--- config.mk ---
export PLATFORM = sky130hd
export DESIGN_NAME = matrix_alloc
export DESIGN_NICKNAME = d
export VERILOG_FILES = /design/src/rtl/matrix_alloc_pkg.sv /design/src/rtl/matrix_alloc_slot_table.sv /design/src/rtl/matrix_alloc.sv
export SDC_FILE = /design/constraint.sdc
export NUM_CORES = 1
export LEC_CHECK = 0
export CAP_MARGIN = 20
export CORE_AREA = 5 5 169 171
export DETAILED_ROUTE_END_ITERATION = 7
export DIE_AREA = 0 0 174 176
export HOLD_SLACK_MARGIN = 0.08
export PLACE_DENSITY = 0.8
export SYNTH_ARGS = -nofsm -noshare
export SYNTH_HDL_FRONTEND = slang
export SYNTH_SLANG_ARGS = --single-unit
--- constraint.sdc ---
create_clock -name clk -period 14.55 [get_ports clk]
set_input_delay 2.91 -clock clk [delete_from_list [all_inputs] [get_ports clk]]
set_output_delay 2.91 -clock clk [all_outputs]
set_load 0.05 [all_outputs]
--- src/rtl/matrix_alloc_pkg.sv ---
// Shared constants, FSM state encoding and slot record for the matrix allocator.
package matrix_alloc_pkg;

  localparam int SLOTS      = 16;
  localparam int SLOT_WORDS = 25;
  localparam int PER_DIM    = 2;
  localparam int DIM_MAX    = 5;

  typedef enum logic [2:0] {
    S_IDLE,
    S_SEARCH,
    S_DECIDE,
    S_GRANT,
    S_FILL
  } state_t;

  typedef struct packed {
    logic       valid;
    logic [2:0] m;
    logic [2:0] n;
    logic       newest;
  } slot_t;

  // Base word address of a slot in the matrix RAM (max 15*25 = 375).
  function automatic logic [8:0] slot_base(input logic [3:0] slot);
    return {5'b0, slot} * 9'(SLOT_WORDS);
  endfunction

endpackage

--- src/rtl/matrix_alloc_slot_table.sv ---
// Slot table: per-slot class record, commit update, scan read port and
// registered (m,n,idx) lookup.
module slot_table
  import matrix_alloc_pkg::*;
(
  input  logic       clk,
  input  logic       rst_n,
  input  logic [3:0] rd_idx,
  output slot_t      rd_entry,
  input  logic       commit,
  input  logic [3:0] commit_idx,
  input  logic [2:0] commit_m,
  input  logic [2:0] commit_n,
  input  logic       q_req,
  input  logic [2:0] q_m,
  input  logic [2:0] q_n,
  input  logic [1:0] q_idx,
  output logic       q_hit,
  output logic [8:0] q_base
);

  slot_t      table_q [SLOTS];
  slot_t      table_d [SLOTS];
  logic       q_hit_q, q_hit_d;
  logic [8:0] q_base_q, q_base_d;

  assign rd_entry = table_q[rd_idx];
  assign q_hit    = q_hit_q;
  assign q_base   = q_base_q;

  // Commit: install the new record as newest and demote its class sibling.
  always_comb begin
    for (int unsigned i = 0; i < SLOTS; i++) begin
      table_d[i] = table_q[i];
      if (commit && table_q[i].valid && table_q[i].m == commit_m &&
          table_q[i].n == commit_n && 4'(i) != commit_idx)
        table_d[i].newest = 1'b0;
    end
    if (commit) begin
      table_d[commit_idx].valid  = 1'b1;
      table_d[commit_idx].m      = commit_m;
      table_d[commit_idx].n      = commit_n;
      table_d[commit_idx].newest = 1'b1;
    end
  end

  // Lookup against the current (pre-commit) table contents.
  always_comb begin
    logic [4:0] cnt;
    logic [3:0] any_idx, old_idx, new_idx;
    cnt     = '0;
    any_idx = '0;
    old_idx = '0;
    new_idx = '0;
    for (int unsigned i = 0; i < SLOTS; i++) begin
      if (table_q[i].valid && table_q[i].m == q_m && table_q[i].n == q_n) begin
        if (cnt == 5'd0) any_idx = 4'(i);
        cnt = cnt + 5'd1;
        if (table_q[i].newest) new_idx = 4'(i);
        else                   old_idx = 4'(i);
      end
    end
    q_hit_d  = 1'b0;
    q_base_d = '0;
    if (q_req) begin
      if (q_idx == 2'd1 && cnt == 5'd1) begin
        q_hit_d  = 1'b1;
        q_base_d = slot_base(any_idx);
      end else if (q_idx == 2'd1 && cnt >= 5'(PER_DIM)) begin
        q_hit_d  = 1'b1;
        q_base_d = slot_base(old_idx);
      end else if (q_idx == 2'd2 && cnt >= 5'(PER_DIM)) begin
        q_hit_d  = 1'b1;
        q_base_d = slot_base(new_idx);
      end
    end
  end

  // Table and lookup registers.
  always_ff @(posedge clk) begin
    if (!rst_n) begin
      for (int unsigned i = 0; i < SLOTS; i++) table_q[i] <= '0;
      q_hit_q  <= 1'b0;
      q_base_q <= '0;
    end else begin
      for (int unsigned i = 0; i < SLOTS; i++) table_q[i] <= table_d[i];
      q_hit_q  <= q_hit_d;
      q_base_q <= q_base_d;
    end
  end

endmodule

--- src/rtl/matrix_alloc.sv ---
// Matrix slot allocator: 16-cycle table scan, victim choice, grant, guarded
// element write-through to the matrix RAM and commit on rx_done.
module matrix_alloc
  import matrix_alloc_pkg::*;
(
  input  logic        clk,
  input  logic        rst_n,
  input  logic        en_input,
  input  logic        dims_valid,
  input  logic [31:0] dim_m,
  input  logic [31:0] dim_n,
  input  logic        in_we,
  input  logic [8:0]  in_addr,
  input  logic [31:0] in_data,
  input  logic        rx_done,
  input  logic        q_req,
  input  logic [2:0]  q_m,
  input  logic [2:0]  q_n,
  input  logic [1:0]  q_idx,
  output logic [8:0]  base_addr,
  output logic        addr_ready,
  output logic        mem_we,
  output logic [8:0]  mem_addr,
  output logic [3:0]  mem_data,
  output logic        alloc_err,
  output logic        q_hit,
  output logic [8:0]  q_base
);

  state_t     state_q, state_d;
  logic [3:0] scan_q, scan_d;
  logic       free_found_q, free_found_d;
  logic [3:0] free_idx_q, free_idx_d;
  logic [4:0] cnt_q, cnt_d;
  logic [3:0] old_idx_q, old_idx_d;
  logic [3:0] victim_q, victim_d;
  logic [2:0] cls_m_q, cls_m_d;
  logic [2:0] cls_n_q, cls_n_d;
  logic       err_hold_q, err_hold_d;
  logic [8:0] base_addr_q, base_addr_d;
  logic       addr_ready_q, addr_ready_d;
  logic       mem_we_q, mem_we_d;
  logic [8:0] mem_addr_q, mem_addr_d;
  logic [3:0] mem_data_q, mem_data_d;
  logic       alloc_err_q, alloc_err_d;
  logic       commit;
  slot_t      rd_entry;
  logic       dims_legal;
  logic       in_range;
  logic       unused_data_hi;

  assign unused_data_hi = ^in_data[31:4];

  assign dims_legal = (dim_m >= 32'd1) && (dim_m <= 32'(DIM_MAX)) &&
                      (dim_n >= 32'd1) && (dim_n <= 32'(DIM_MAX));
  assign in_range   = (in_addr >= base_addr_q) &&
                      ({1'b0, in_addr} <= ({1'b0, base_addr_q} + 10'd24));

  assign base_addr  = base_addr_q;
  assign addr_ready = addr_ready_q;
  assign mem_we     = mem_we_q;
  assign mem_addr   = mem_addr_q;
  assign mem_data   = mem_data_q;
  assign alloc_err  = alloc_err_q;

  slot_table u_slot_table (
    .clk        (clk),
    .rst_n      (rst_n),
    .rd_idx     (scan_q),
    .rd_entry   (rd_entry),
    .commit     (commit),
    .commit_idx (victim_q),
    .commit_m   (cls_m_q),
    .commit_n   (cls_n_q),
    .q_req      (q_req),
    .q_m        (q_m),
    .q_n        (q_n),
    .q_idx      (q_idx),
    .q_hit      (q_hit),
    .q_base     (q_base)
  );

  // Next-state, scan bookkeeping and registered output values.
  always_comb begin
    state_d      = state_q;
    scan_d       = scan_q;
    free_found_d = free_found_q;
    free_idx_d   = free_idx_q;
    cnt_d        = cnt_q;
    old_idx_d    = old_idx_q;
    victim_d     = victim_q;
    cls_m_d      = cls_m_q;
    cls_n_d      = cls_n_q;
    err_hold_d   = err_hold_q;
    base_addr_d  = base_addr_q;
    addr_ready_d = 1'b0;
    mem_we_d     = 1'b0;
    mem_addr_d   = mem_addr_q;
    mem_data_d   = mem_data_q;
    alloc_err_d  = 1'b0;
    commit       = 1'b0;
    case (state_q)
      S_IDLE: begin
        if (err_hold_q) begin
          if (!dims_valid) err_hold_d = 1'b0;
        end else if (dims_valid && en_input) begin
          if (dims_legal) begin
            state_d      = S_SEARCH;
            scan_d       = '0;
            free_found_d = 1'b0;
            free_idx_d   = '0;
            cnt_d        = '0;
            old_idx_d    = '0;
            cls_m_d      = dim_m[2:0];
            cls_n_d      = dim_n[2:0];
          end else begin
            alloc_err_d = 1'b1;
            err_hold_d  = 1'b1;
          end
        end
      end
      S_SEARCH: begin
        if (!en_input) begin
          state_d = S_IDLE;
        end else begin
          if (!rd_entry.valid && !free_found_q) begin
            free_found_d = 1'b1;
            free_idx_d   = scan_q;
          end
          if (rd_entry.valid && rd_entry.m == cls_m_q && rd_entry.n == cls_n_q) begin
            cnt_d = cnt_q + 5'd1;
            if (!rd_entry.newest) old_idx_d = scan_q;
          end
          if (scan_q == 4'(SLOTS - 1)) state_d = S_DECIDE;
          else                         scan_d  = scan_q + 4'd1;
        end
      end
      S_DECIDE: begin
        if (!en_input) begin
          state_d = S_IDLE;
        end else if (cnt_q >= 5'(PER_DIM)) begin
          victim_d = old_idx_q;
          state_d  = S_GRANT;
        end else if (free_found_q) begin
          victim_d = free_idx_q;
          state_d  = S_GRANT;
        end else begin
          alloc_err_d = 1'b1;
          state_d     = S_IDLE;
        end
      end
      S_GRANT: begin
        if (!en_input) begin
          state_d = S_IDLE;
        end else begin
          base_addr_d  = slot_base(victim_q);
          addr_ready_d = 1'b1;
          state_d      = S_FILL;
        end
      end
      S_FILL: begin
        if (in_we) begin
          if (in_range) begin
            mem_we_d   = 1'b1;
            mem_addr_d = in_addr;
            mem_data_d = in_data[3:0];
          end else begin
            alloc_err_d = 1'b1;
          end
        end
        // Commit wins over a simultaneous abort.
        if (rx_done) begin
          commit  = 1'b1;
          state_d = S_IDLE;
        end else if (!en_input) begin
          state_d = S_IDLE;
        end
      end
      default: state_d = S_IDLE;
    endcase
  end

  // FSM state and registered outputs.
  always_ff @(posedge clk) begin
    if (!rst_n) begin
      state_q      <= S_IDLE;
      scan_q       <= '0;
      free_found_q <= 1'b0;
      free_idx_q   <= '0;
      cnt_q        <= '0;
      old_idx_q    <= '0;
      victim_q     <= '0;
      cls_m_q      <= '0;
      cls_n_q      <= '0;
      err_hold_q   <= 1'b0;
      base_addr_q  <= '0;
      addr_ready_q <= 1'b0;
      mem_we_q     <= 1'b0;
      mem_addr_q   <= '0;
      mem_data_q   <= '0;
      alloc_err_q  <= 1'b0;
    end else begin
      state_q      <= state_d;
      scan_q       <= scan_d;
      free_found_q <= free_found_d;
      free_idx_q   <= free_idx_d;
      cnt_q        <= cnt_d;
      old_idx_q    <= old_idx_d;
      victim_q     <= victim_d;
      cls_m_q      <= cls_m_d;
      cls_n_q      <= cls_n_d;
      err_hold_q   <= err_hold_d;
      base_addr_q  <= base_addr_d;
      addr_ready_q <= addr_ready_d;
      mem_we_q     <= mem_we_d;
      mem_addr_q   <= mem_addr_d;
      mem_data_q   <= mem_data_d;
      alloc_err_q  <= alloc_err_d;
    end
  end

endmodule
# [Word-level counts from Yosys, hierarchy flattened]
# Memory sizes are Yosys's and may differ from the RTL's. A register that Yosys moved wholly into a read port is not among the register bits.
# Index checks and enable logic that the tools add are counted.
[word_totals] output_inout_bits=35 memories=1 ram_bits=128 wordCells=524 inputBits=120 reg_bits=67
[classes] bitwise=18 n_eq_ne=99 addsub=18 reduce_logical=141 mul=4 mux=215 magnitude_cmp=10
[memory_table] name="u_slot_table.table_q" depth=16 width=8 rd=17 rd_clocked_by_memory_dff=1 wr=16 line_no="matrix_alloc_slot_table.sv:22" rtl="slot_t table_q [SLOTS];"
[op_table] op="bitwise mux 128 bit" n=4
[op_table] op="two-way mux 4 bit" n=102
[op_table] op="equality test 3 bit" n=66
[op_table] op="two-way mux 8 bit" n=17
[op_table] op="demux 8 bit (select 4 bit)" n=4
[op_table] op="two-way mux 128 bit" n=1
[op_table] op="logical AND 1 bit" n=108
[op_table] op="two-way mux 5 bit" n=20
[op_table] op="adder 5 x 1 -> 5 bit, second input constant" n=15
[op_table] op="zero test 5 bit" n=15
[op_table] op=">= comparator 32 x 1 -> 1 bit, second input constant" n=2
[op_table] op="less-or-equal comparator 32 x 3 -> 1 bit, second input constant" n=2
[op_table] op="two-way mux 1 bit" n=45
[op_table] op="multiplier 4 x 5 -> 9 bit, second input constant" n=4
[op_table] op="!= test 4 bit, first input constant" n=8
[op_table] op="two-way mux 9 bit" n=3
[op_table] op="two-way mux 3 bit" n=8
[op_table] op="one-hot mux 4 bit (2 select lines)" n=3
[op_table] op="AND reduction 6 bit" n=3
[op_table] op="!= test 2 bit, second input constant" n=8
[op_table] op="!= test 3 x 4 -> 1 bit, first input constant" n=4
[op_table] op="bitwise OR 1 bit" n=16
[op_table] op="one-hot mux 3 bit (5 select lines)" n=1
[op_table] op="adder 9 x 5 -> 10 bit, second input constant" n=1
[op_table] op="33 further kinds" n=45

# [Longest topological paths before layout]
# Gate-level depths: netlist of run 1.
# An unclocked memory read counts as a cell.
[depth] word_depth=40 ltp_mapped=62 mapped_depth_nobuf=60

# [By module]
# From an unflattened synthesis of run 1, not the netlist that was laid out.
[hier_totals] hier_cells=1739 hier_area_um2=15707.6
[modules_own_cells] module="slot_table" area_each_um2=12299.3 seq_area_each_um2=2762.6 cells_per_inst=1354 n_inst=1
[modules_own_cells] module="matrix_alloc" area_each_um2=3408.3 seq_area_each_um2=1141.1 cells_per_inst=385 n_inst=1

# [Least setup slack after synthesis of run 1]
# OpenSTA, ideal clock, no wires.
[synth_timing] path_type="input port to flip-flop" start="in q_m[1]" end="reg u_slot_table.q_base_q[8] (netlist: u_slot_table.q_base[8])" path_stages=60 setup_slack_ps=960 path_buffers=2 arrival_time_ps=13519 cell_sequence="buf_2 > buf_2 > xnor2_1 > nand2_1 > nor3_1 > ha_1 > inv_1 > a21oi_1 > nor2_1 > inv_1 > ha_1 > nor3b_1 > a31oi_1 > ha_1 > nand2_1 > o21ai_0 > ha_1 > inv_1 > [24 not listed] > nand2_1 > ha_1 > mux2_2 > inv_1 > ha_1 > nand3_1 > nor4bb_1 > mux2_2 > or3_1 > ha_1 > ha_1 > inv_1 > fa_1 > inv_1 > a21oi_1 > xnor2_1 > nand2_1 > mux2i_1"
[synth_via] elab_chain_cells=39
[synth_rtl] element="start: declaration" line_no="matrix_alloc.sv:17" rtl="input logic [2:0] q_m,"
[synth_rtl] element="parallel branches: the longest is 38 deep, another holds adder 5 x 1 -> 5 bit"
[synth_rtl] element="two-way mux 9 bit *" line_no="matrix_alloc_slot_table.sv:66" rtl="if (q_idx == 2'd1 && cnt == 5'd1) begin"
[synth_rtl] element="end signal: assignment" line_no="matrix_alloc_slot_table.sv:88" rtl="q_base_q <= q_base_d;"
[synth_rtl] element="end: declaration" line_no="matrix_alloc_slot_table.sv:25" rtl="logic [8:0] q_base_q, q_base_d;"
# Every way passes the cells marked *.
# A chain may end at the register's enable or synchronous reset.

# [Final worst setup path of run 1]
[layout_timing] start="in q_m[2]" end="reg u_slot_table.q_base_q[8] (netlist: u_slot_table.q_base[8])"
# Same word-level chain as after synthesis.

==> summary.md, run 1 <==
| Metric | Value |
|---|---|
| Outcome | `finished, final reports clean` |
| Area growth from synthesis to layout | `14.5%` |
| Syn Nets | `2022` |
| GR Overflow Total | `0` |
| Layout Cells excl Fill | `2251` |
| Via count | `13893` |
| Period Utilization, post-route | `94.7%` |
| NumNets Final | `2113` |
| Most Used Layer, Global Route | `met2` |
| Hold Path End | `old_idx_q[0]$_SDFFE_PN0P_` |
| Final Routed Wirelength | `43300 um` |
| Logic pwr share | `6.6%` |
| Sequential area share after synthesis | `25.5%` |
| Die ar. | `30600 sq um` |
| Top cells by count, synth | `216 x xnor2_1, 201 x nor2_1, 199 x dfxtp_1` |
| Main synth FF type | `dfxtp_1` |
| Hold buffer count at cts | `0` |
| M1 GR Usage | `32.9%` |
| Syn_area_per_cell | `8.66 sq um` |
| Req. time, crit path | `14.93 ns` |
| Clk slew on worst S/H paths | `0.08 ns` |
| Worst slew margin | `31.9%` |
| Crit path launch type | `input port` |
| M3 GR Usage | `5.18%` |
| Number of buffers created by CTS | `17` |
| Cells after DPL | `2210` |
| Clock power frac | `42.9%` |
| Via density | `6.17` |
| Post-synth EDFFs | `0` |
| Crit-path max FO | `5` |
| Biggest area consumer among synthesized cells | `dfxtp_1` |
| FMAX | `0.0726 GHz` |
| Worst Hold Depth | `2` |
| Final Critical Period | `13.78 ns` |
| WL/cell | `19.2 um` |
| Io pins | `155` |
| Critical path's largest stage delay | `0.60 ns` |
| FF-to-FF path depth | `60` |
| Area share of the largest cell type after synthesis | `25.5%` |
| Flop-to-flop setup slack | `3.38 ns` |
| Top post-synthesis cells by area | `dfxtp_1 25%, xnor2_1 12%, mux2i_1 8.6%` |
| GR Util met2 | `49.2%` |
| FP Rows | `60` |
| Clk Latency, worst-skew pair | `0.45 ns` |
| Layout cells sized above 1 | `9.32%` |
| TritonCTS clock tree | `built` |
| Sequential group share of total power | `50.5%` |
| Hpwl dp | `32000 um` |
| Clk Tree Root Cell | `clkbuf_16` |
| Psw | `264 uW` |
| Initial antenna violation count | `0` |
| Post-synth cell types | `87` |
| Sw frac | `24.5%` |
| GRT Util Overall | `27.7%` |
| Yosys warning count | `0` |
| Largest net degree at the start of global routing | `95` |
| Highest ir drop seen on vdd | `0.0723 mV` |
| Most frequent cell after synthesis | `xnor2_1` |
| Clk sinks | `199` |
| DRC violations left | `0` |
| Total power | `1.08 mW` |
| Setup Viol. Count Final | `0` |
| Slew @ Worst Pin | `1.02 ns` |
| DR iter-0 viols | `1134` |
| Min Hold Slack | `0.492 ns` |
| Core ar. | `26700 sq um` |
| Internal power | `815 uW` |
| Synth Cell Area | `15600 sq um` |
| RR Endpoint | `u_slot_table.q_base[8]$_SDFF_PN0_` |
| Drt pass-1 iters | `5` |
| Critical Path End Type | `flop` |
| Slowest cell on crit path | `or4_1` |
| H-tree depth | `4` |
| Final Skew | `0.0131 ns` |
| Critical path's most frequent cell | `ha_1` |
| # Max-Cap Violations | `0` |
| Chip width | `174 um` |
| Critical path class | `input port to flop` |
| Yosys reg bits | `199` |
| Final Max Slew Viols | `0` |
| P per Cell Area | `60.3 nW/um^2` |
| Worst EP arrival | `14.16 ns` |
| Vias in the first global route | `13910` |
| Starting density of the core | `58.5%` |
| Setup TNS | `0 ns` |
| Cells after Synth | `1806` |
| Hold Fails Final Rpt | `0` |
| Min-Delay Path Class | `flop to flop` |
| Port bufs | `126` |
| Antenna Violating Nets Remaining | `0` |
| LEAKAGE | `7.03 nW` |
| CTS max path bufs | `2` |
| Die Ht | `176 um` |
| Placer Congestion | `0.886` |
| Async set or reset register ratio after synthesis | `0%` |
| First-pass GRT wire length | `70000 um` |
| Fill count | `2099` |
| Final design utilization | `66.9%` |
| Ant diodes | `0` |
| Hold wc startpoint | `old_idx_q[0]$_SDFFE_PN0P_` |
==> metal layers <==
layer	vias up	part of all wire (%)
met1	6643	40
met4	0	3.5
met2	579	50
met3	105	7.2
met5	-	0
li1	6566	-
==> worst max-delay path: cells and delay by family <==
kind,cells,cell delay [ns]
buffers and inverters,10,1.18
and+or+nand+nor,18,3.04
muxes,5,1.26
xor gates and xnor gates,2,0.30
adders and majority gates,14,3.80
AOI/OAI and AO/OA,12,1.67
==> kinds of logic (layout without fill, tap and decap cells) <==
family	count (synthesis)	after routing	synth area share, %
compound gates	241	241	9.89
xor+xnor	278	278	16.6
fa+ha+maj	96	96	7.88
buf+inv	183	287	4.67
flops	199	199	25.5
mux	191	191	15.6
simple gates	618	618	19.8
==> what timing repair did <==
action / 4_1_cts / 5_1_grt
endpoints found under the setup margin: 0 / 4
resized for setup: 0 / 9
hold endpoints to repair: 0 / 0
setup buffers: 0 / 6
==> how the worst max path moves through the flow <==
stage           start                           endpoint  depth (start not counted)
6_report       q_m[2]  u_slot_table.q_base[8]$_SDFF_PN0_                         61
5_1_grt        q_m[2]  u_slot_table.q_base[8]$_SDFF_PN0_                         61
4_1_cts        q_m[2]  u_slot_table.q_base[8]$_SDFF_PN0_                         60
3_5_place_dp   q_m[2]  u_slot_table.q_base[8]$_SDFF_PN0_                         60
3_3_place_gp   q_m[2]  u_slot_table.q_base[8]$_SDFF_PN0_                         60
2_1_floorplan  q_m[1]  u_slot_table.q_base[8]$_SDFF_PN0_                         60
==> metrics by stage <==
stage	setup WS [ns]	instance area [sq um]
floorplan	0.960	15600
detailed placement	0.0749	17200
finish	0.766	17900
CTS	0.511	17800
global placement	0.345	17200
global route	-0.0187	17900
==> placed cells by master (no fill, tap or decap), types with 53 or more instances in the layout <==
cell             netlist  layout
nor2_1               201     201
nand2_1              114     114
inv_1                 82      82
xnor2_1              216     216
mux2i_1              135     135
nand4_1               63      63
dfxtp_1              199     198
nand3_1               53      53
a21oi_1               84      83
ha_1                  92      92
clkdlybuf4s50_1        0     126
==> final cells by class <==
| cell class | count | area [sq um] | area share, % |
|---|---|---|---|
| clock buffers | 21 | 460 | 2.57 |
| clock inverters | 11 | 106 | 0.594 |
| inverters | 86 | 325 | 1.82 |
| multi-input cells | 1424 | 11000 | 61.4 |
| flip-flops and latches | 199 | 3990 | 22.3 |
| well taps | 341 | 427 | 2.38 |
| repair buffers | 169 | 1600 | 8.94 |
==> power groups by stage <==
stage          clock network (mW)  registers, mW  logic (mW)
5_1_grt                     0.489          0.544      0.0763
3_5_place_dp                    0          0.557      0.0704
3_3_place_gp                    0          0.557      0.0687
4_1_cts                     0.467          0.544      0.0707
6_report                    0.463          0.544      0.0713
2_1_floorplan                   0          0.558      0.0337
No activity file was read; power rests on OpenSTA's default activity.
==> run 2: changes to the inputs <==
- clock period: 14.55 -> 15.09 ns (I/O delays scaled with it)
==> run 2 against run 1 <==
  * Die area is the same
  * Cell count down 0.36%
  * Worst setup slack better by 0.17 ns
==> summary.md, run 2 (synthesis gave the netlist of run 1 again) <==
| Metric | Value |
|---|---|
| Length of routed met2 wiring | `21400 um (-0.48%)` |
| Fill count | `2097 (-0.095%)` |
| Crit-path max FO | `6 (+1)` |
| Antenna Violating Nets Remaining | `0 (unchanged)` |
| Via density | `6.27 (+1.6%)` |
| Worst slew margin | `28.1% (-3.8 points)` |
| LEAKAGE | `6.99 nW (-0.60%)` |
| Unrepaired setup endpoints after global routing | `no` |
| Delay-heaviest family, CP | `adder cells` |
| Internal power | `808 uW (-0.88%)` |
| Initial antenna violation count | `0 (unchanged)` |
| NumNets Final | `2105 (-0.38%)` |
| Min-Delay Path Class | `flop to flop` |
| Setup Viol. Count Final | `0 (unchanged)` |
| Outcome | `finished, final reports clean` |
| First-pass GRT wire length | `70800 um (+1.1%)` |
| Psw | `251 uW (-4.7%)` |
| Crit path launch type | `input port` |
| Clk slew on worst S/H paths | `0.08 ns (about the same)` |
| P per Cell Area | `59.5 nW/um^2 (-1.4%)` |
| Hold Fails Final Rpt | `0 (unchanged)` |
| Setup TNS | `0 ns (unchanged)` |
| Sequential group share of total power | `49.6% (-0.9 points)` |
| Via count | `14064 (+1.2%)` |
| Die Ht | `176 um (unchanged)` |
| Layout cells sized above 1 | `8.73% (-0.59 points)` |
| Ant diodes | `0 (unchanged)` |
| Number of buffers created by CTS | `17 (unchanged)` |
| Final Routed Wirelength | `43700 um (+0.77%)` |
| Clk sinks | `199 (unchanged)` |
| Setup WS pre-CTS | `0.289 ns (+0.214 ns)` |
| Critical path class | `input port to flop` |
| Slew @ Worst Pin | `1.08 ns (+0.0564 ns)` |
| H-tree depth | `4 (unchanged)` |
| Hold buffer count at cts | `0 (unchanged)` |
| GRT Util Overall | `27.9% (+0.24 points)` |
| Met3 wire length | `3240 um (+4.0%)` |
| Final Critical Period | `14.16 ns` |
| # Max-Cap Violations | `0 (unchanged)` |
| Buf/Inv on CP | `10 (unchanged)` |
| GR Overflow Total | `0 (unchanged)` |
| Core ar. | `26700 sq um (unchanged)` |
| Worst EP arrival | `14.54 ns (+0.38 ns)` |
| Critical path's most frequent cell | `ha_1` |
| Req. time, crit path | `15.47 ns (+0.54 ns)` |
| Most frequent cells in the layout | `216 x xnor2_1, 201 x nor2_1, 198 x dfxtp_1` |
| Placer Congestion | `0.874 (-1.4%)` |
| WL/cell | `19.5 um (+1.1%)` |
| FMAX | `0.0706 GHz` |
| Critical path's largest stage delay | `0.61 ns (about the same)` |
| Commonest non-fill, non-tap cell in the layout | `xnor2_1` |
| Chip width | `174 um (unchanged)` |
| Sw frac | `23.7% (-0.72 points)` |
| Critical Path End Type | `flop` |
| DRC violations left | `0 (unchanged)` |
| Final Max Slew Viols | `0 (unchanged)` |
| DRT met1 WL | `17100 um (-0.87%)` |
| TritonCTS clock tree | `built` |
| Final Skew | `0.0128 ns (-0.000317 ns)` |
| Largest net degree at the start of global routing | `102 (+7.4%)` |
| Port bufs | `126 (unchanged)` |
| Clk Latency, worst-skew pair | `0.44 ns (about the same)` |
| Die ar. | `30600 sq um (unchanged)` |
| Top routing layer in use | `met4` |
| Clk Tree Root Cell | `clkbuf_16` |
| Min Hold Slack | `0.487 ns (-0.00499 ns)` |
| Slack of the critical path | `0.932 ns (+0.166 ns)` |
| Io pins | `155 (unchanged)` |
| Starting density of the core | `58.5% (unchanged)` |
| Vias in the first global route | `14036 (+0.91%)` |
| Area growth from synthesis to layout | `13.9%` |
| Drt pass-1 iters | `6 (+1)` |
| Hpwl dp | `32000 um (+0.12%)` |
| CTS max path bufs | `2 (unchanged)` |
| Highest ir drop seen on vdd | `0.0532 mV (-26%)` |
| Slowest cell on crit path | `or4_1` |
| Logic pwr share | `6.5% (about the same)` |
| Period Utilization, post-route | `93.8%` |
| FP Rows | `60 (unchanged)` |
| DR iter-0 viols | `1118 (-1.4%)` |
| Clock power frac | `43.9% (+1.0 points)` |
## run 2: changes by cell type in the layout (fill, tap and decap cells not counted), sizes merged
cell    change
bufinv      +2
clkbuf      -1
buf         -8
clkinv      -1
## run 2: power by group through the flow
stage          clock, mW  combinational, mW  sequential, mW
6_report           0.465             0.0691           0.525
5_1_grt            0.485             0.0737           0.525
4_1_cts            0.467             0.0682           0.525
3_5_place_dp           0             0.0677           0.537
3_3_place_gp           0             0.0661           0.537
2_1_floorplan          0             0.0325           0.538
## run 2: cell type report
class	instances	area (sq um)	share of cell area (%)
Clock buffer	20	437	2.45
Clock inverter	12	143	0.801
Inverter	86	325	1.83
Multi-Input combinational cell	1424	11000	61.6
Sequential cell	199	3990	22.4
Tap cell	341	427	2.40
Timing Repair Buffer	161	1520	8.54
## run 2: path summary, 6_finish.rpt
path	startpoint	endpoint	slack [ns]	cells past startpoint
worst max-delay path	q_n[0]	u_slot_table.q_base[8]$_SDFF_PN0_	0.93	61
worst min-delay path	base_addr[0]$_SDFFE_PN0P_	base_addr[0]$_SDFFE_PN0P_	0.49	2
worst max register to register	flop	u_slot_table.q_base[8]$_SDFF_PN0_	3.61	60
worst min register to register	base_addr[0]$_SDFFE_PN0P_	base_addr[0]$_SDFFE_PN0P_	0.49	2
## run 2: tightest hold or removal path: stages, from the launching register on
cell,delay [ns]
dfxtp_1,0.33
nand2_1,0.06
a21oi_1,0.05
## run 2: per-layer routing
layer	track usage (%)	vias to the layer above
met2	49.3	672
li1	-	6563
met3	4.22	155
met5	0	-
met1	33.2	6674
met4	13.8	0
## run 2: stage by stage
step	util, %	area, sq um	std cells	power, mW
after floorplan	-	15600	1806	0.570
after global placement	64.3	17200	2209	0.603
after detailed placement	64.3	17200	2209	0.605
after CTS	66.5	17800	2241	1.06
after global routing	66.6	17800	2243	1.08
final	66.6	17800	2243	1.06
## run 2: repair_timing
action	4_1_cts	5_1_grt
endpoints found under the hold margin	0	0
resized for setup	0	5
endpoints found under the setup margin	0	4
buffers inserted	0	1
